**config.mk**
```make
export PLATFORM = sky130hd
export DESIGN_NAME = jump_ctrl
export DESIGN_NICKNAME = d
export VERILOG_FILES = /design/src/rtl/jump_ctrl.sv
export SDC_FILE = /design/constraint.sdc
export NUM_CORES = 1
export LEC_CHECK = 0
export ABC_AREA = 1
export CAP_MARGIN = 40
export CORE_MARGIN = 2
export CORE_UTILIZATION = 30
export DETAILED_ROUTE_END_ITERATION = 8
export PLACE_DENSITY = 0.65
export SYNTH_ARGS = -nofsm -noshare
export SYNTH_HDL_FRONTEND = slang
export SYNTH_SLANG_ARGS = --single-unit
```
**constraint.sdc**
```tcl
create_clock -name clk_i -period 2.3 [get_ports clk_i]
set_clock_uncertainty 0.15 [all_clocks]
set_input_delay 0.345 -clock clk_i [delete_from_list [all_inputs] [get_ports clk_i]]
set_output_delay 0.345 -clock clk_i [all_outputs]
set_load 0.01 [all_outputs]
```
**src/rtl/jump_ctrl.sv**
```systemverilog
// jump_ctrl: redirect arbitration, flush/wait sequencing, pipeline hold merge and redirect counting
module jump_ctrl #(
    parameter int ADDR_WIDTH   = 32,
    parameter int FLUSH_CYCLES = 2
) (
    input  logic                  clk_i,
    input  logic                  rst_i,
    input  logic                  jump_enable_i,
    input  logic [ADDR_WIDTH-1:0] jump_addr_i,
    input  logic                  int_assert_i,
    input  logic [ADDR_WIDTH-1:0] int_addr_i,
    input  logic                  hold_ex_i,
    input  logic                  hold_bus_i,
    input  logic                  hold_jtag_i,
    output logic                  pc_load_o,
    output logic [ADDR_WIDTH-1:0] pc_load_addr_o,
    output logic                  flush_o,
    output logic                  hold_pc_o,
    output logic                  hold_id_o,
    output logic [31:0]           redirect_cnt_o
);
    typedef enum logic [1:0] {RUN, FLUSH, WAIT} state_t;
    localparam logic [2:0] RELOAD = 3'(FLUSH_CYCLES - 1);
    localparam state_t ACC_STATE = FLUSH_CYCLES > 1 ? FLUSH : RUN;
    state_t state;
    logic [2:0] flush_cnt;
    logic [ADDR_WIDTH-1:0] pend_addr, tgt, load_addr;
    logic [31:0] redirect_cnt;
    logic req, load, stall;
    always_comb begin
        req       = int_assert_i | (jump_enable_i & state == RUN);
        tgt       = int_assert_i ? int_addr_i : jump_addr_i;
        load      = state == WAIT ? !hold_bus_i : req & !hold_bus_i;
        load_addr = state == WAIT & !int_assert_i ? pend_addr : tgt;
        stall     = hold_ex_i | hold_bus_i | hold_jtag_i;
    end
    assign pc_load_o      = rst_i & load;
    assign pc_load_addr_o = pc_load_o ? load_addr : '0;
    assign flush_o        = rst_i & (state != RUN | req);
    assign hold_id_o      = rst_i & stall;
    assign hold_pc_o      = rst_i & !load & (stall | state == WAIT);
    assign redirect_cnt_o = redirect_cnt;
    always_ff @(posedge clk_i or negedge rst_i) begin
        if (!rst_i) begin
            state        <= RUN;
            flush_cnt    <= '0;
            pend_addr    <= '0;
            redirect_cnt <= '0;
        end else begin
            redirect_cnt <= redirect_cnt + 32'(load);
            if (load) begin
                state     <= ACC_STATE;
                flush_cnt <= RELOAD;
            end else if (req & state != WAIT) begin
                pend_addr <= tgt;
                state     <= WAIT;
            end else if (state == WAIT & int_assert_i) begin
                pend_addr <= int_addr_i;
            end else if (state == FLUSH & !hold_bus_i) begin
                flush_cnt <= flush_cnt - 3'd1;
                if (flush_cnt == 3'd1) state <= RUN;
            end
        end
    end
endmodule
```
==> impl_metrics.py <==
metrics = {
    "outcome": {
        "outcome": "finished, final reports clean",
    },
    "cells_and_area": {
        "final_common_cell": "nand2_1",
        "drive_gt1_share_pct": 21.4,
        "post_layout_nonfiller_instances": 1147,
        "final_cell_mix": "nand2_1 (267), clkdlybuf4s50_1 (101), nand3_1 (85)",
        "num_antenna_cells": 0,
        "nets": 1007,
        "stdcell_area_sq_um": 7430,
        "area_growth_syn_to_layout_pct": 58.3,
    },
    "timing": {
        "rsz0062_at_grt": "yes",
        "worst_slack_ns": 0.0480,
        "final.period_utilization_pct": 97.9,
        "slew_viol_final": 0,
        "worst_pin_slew_ns": 0.646,
        "setup_viol_count_final": 0,
        "hold_violations": 0,
        "fmax_ghz": 0.444,
        "max-slew-margin-rel_pct": 57.0,
        "period_minus_slack_ns": 2.25,
    },
    "worst_setup_path": {
        "r2r_end": "redirect_cnt_o[30]$_DFF_PN0_",
        "worst_setup_path_start_kind": "flop",
        "reg2regPathDepth": 14,
        "cp.arrival_ns": 1.76,
        "worstPathRequired_ns": 1.80,
        "path_max_fanout": 7,
        "crit_path_end_kind": "primary output",
        "rrSetupSlack_ns": 0.19,
        "criticalPathCategory": "flop to primary output",
        "r2r_start": "state[0]$_DFFE_PN0P_",
    },
    "logic_synthesis": {
        "synth_top_family_by_area": "simple AND/OR/NAND/NOR gates",
        "synth_cells": 712,
        "avgSynthCellArea_sq_um": 6.60,
        "synth.net_count": 788,
        "synth_ff_type": "dfrtp_1",
        "synthAdderAreaFrac_pct": 1.33,
        "synth_edf_count": 0,
        "synth_xor_area_share_pct": 2.98,
        "muxShareOfSynthArea_pct": 0,
        "ys_seq_area_share_pct": 36.8,
        "synth-simple-area-share_pct": 42.2,
        "async_flop_share_pct": 100,
        "syn_area_sq_um": 4700,
        "ys_types": 30,
        "synth_compound_area_share_pct": 7.19,
        "ys.warnings.count": 0,
        "ys_ff_latch": 69,
    },
    "drt": {
        "via_per_inst": 4.59,
        "wl_per_cell_microns": 13.3,
        "via_count": 5259,
        "drt_first_pass_iters": 4,
        "wirelength_microns": 15200,
        "drt_iter0_drc": 372,
        "ant_nets": 0,
        "drc": 0,
    },
    "die": {
        "io_pins": 139,
        "start_util_pct": 30.8,
        "die_area_sq_um": 16700,
        "fp.dieW_microns": 129,
        "row_count": 45,
        "core-area_sq_um": 15300,
        "die_h_microns": 129,
    },
    "place": {
        "dp_cells": 1121,
        "post-place-ws_ns": -0.248,
        "dpl_cell_area_sq_um": 6900,
        "dp_hpwl_microns": 10700,
        "io_buffers": 138,
        "gp_congestion": 0.946,
    },
    "clock_network": {
        "clockBufferDepth": 2,
        "clock_latency_ns": 0.33,
        "numCtsBuffers": 9,
        "cts_sinks": 69,
        "cts-root-buf": "clkbuf_16",
        "clk_pin_slew_ns": 0.06,
        "cts_tree": "built",
        "h-tree-depth": 3,
    },
    "global_routing": {
        "antenna_found_initial": 0,
        "grt_pass1_vias": 4985,
        "track_usage_pct": 18.5,
        "grt_overflow": 0,
        "grt_pass1_wl_microns": 24700,
        "grt_max_degree": 50,
    },
    "worst_hold_path": {
        "hold_path.class": "input pin to async pin",
    },
    "pwr": {
        "power_density_nw_per_um2": 664,
        "irDropWorstVdd_v": 0.000432,
        "leakage_nw": 3.57,
    },
    "job": {
        "maxCapViolCount": 0,
    },
}
[power breakdown]
| part | internal (mW) | total, mW | leakage (nW) | switching [mW] |
|---|---|---|---|---|
| Clock | 1.09 | 1.61 | 0.165 | 0.528 |
| Combinational | 0.805 | 1.65 | 2.52 | 0.848 |
| Sequential | 1.46 | 1.67 | 0.883 | 0.213 |
[what timing repair did]
action	4_1_cts	5_1_grt
hold buffers	1	0
gates cloned	3	1
hold endpoints to repair	20	0
pin swaps	8	13
gates resized for setup	141	44
buffers inserted	3	2
setup endpoints to repair	37	55
[cell usage after synthesis, drive strengths merged (2+ instances only)]
cell    instances  area [sq um]
a21oi          32           160
buf            29           194
clkbuf          2          7.51
dfrtp          69          1730
ha              5          62.6
inv            65           244
nand2         276          1060
nand3          87           440
nand3b          2          15.0
nand4           2          12.5
nor2           58           241
o21ai          34           170
or2            32           200
xnor2           4          35.0
xor2           12           105
[state kept, by name (all words and copies together) (netlist names)]
name,cells
state,2
redirect_cnt_o,32
flush_cnt,3
pend_addr,32
[per-stage QoR]
step	setup TNS, ns	hold WS, ns	util (%)	power, mW
2_1_floorplan	0	-0.101	-	2.46
3_3_place_gp	-7.57	0.211	45.2	3.19
3_5_place_dp	-7.77	0.210	45.2	3.20
4_1_cts	-0.00799	0.157	47.5	4.89
5_1_grt	-0.185	0.213	48.7	5.23
6_report	0	0.133	48.7	4.94
[area by class of cell]
type / instances / area [sq um]
Clock buffer: 10 / 239
Clock inverter: 6 / 110
Fill cell: 1524 / 7830
Inverter: 65 / 244
Multi-Input combinational cell: 547 / 2680
Sequential cell: 69 / 1730
Tap cell: 211 / 264
Timing Repair Buffer: 239 / 2170
[worst max path at each step]
stage	from	endpoint	slack, ns	cells past startpoint
floorplan	state[1]$_DFFE_PN0P_	redirect_cnt_o[30]$_DFF_PN0_	0.08	14
global placement	jump_enable_i	redirect_cnt_o[30]$_DFF_PN0_	-0.25	14
detailed placement	jump_enable_i	redirect_cnt_o[30]$_DFF_PN0_	-0.25	14
CTS	state[0]$_DFFE_PN0P_	pc_load_addr_o[2]	-0.008	7
global route	state[0]$_DFFE_PN0P_	hold_pc_o	-0.03	7
finish	state[1]$_DFFE_PN0P_	pc_load_addr_o[25]	0.05	7
[kinds of logic (layout without fill, tap and decap cells)]
| logic type | after synthesis | in the layout |
|---|---|---|
| buffers and inverters | 96 | 320 |
| flip-flops | 69 | 69 |
| adder cells (fa/ha/maj) | 5 | 5 |
| AO/OA/AOI/OAI | 67 | 67 |
| AND/OR/NAND/NOR | 459 | 459 |
| XOR/XNOR | 16 | 16 |
[worst max-delay path, stage by stage (launching register included)]
cell and delay, ns:
dfrtp_2 0.45, nand2_4 0.13, nor2_8 0.05, buf_8 0.14
buf_12 0.13, or2_1 0.23, a21oi_2 0.14, buf_2 0.15
[routing by layer]
metal  vias to the layer above  track usage (%)  wire length [microns]
met5                         -                0                      0
met4                         0             6.39                    355
met3                        32             2.64                    802
met2                       144             30.9                   7240
met1                      2409             24.6                   6830
li1                       2674                -                      -
No activity file was read; power rests on OpenSTA's default activity.
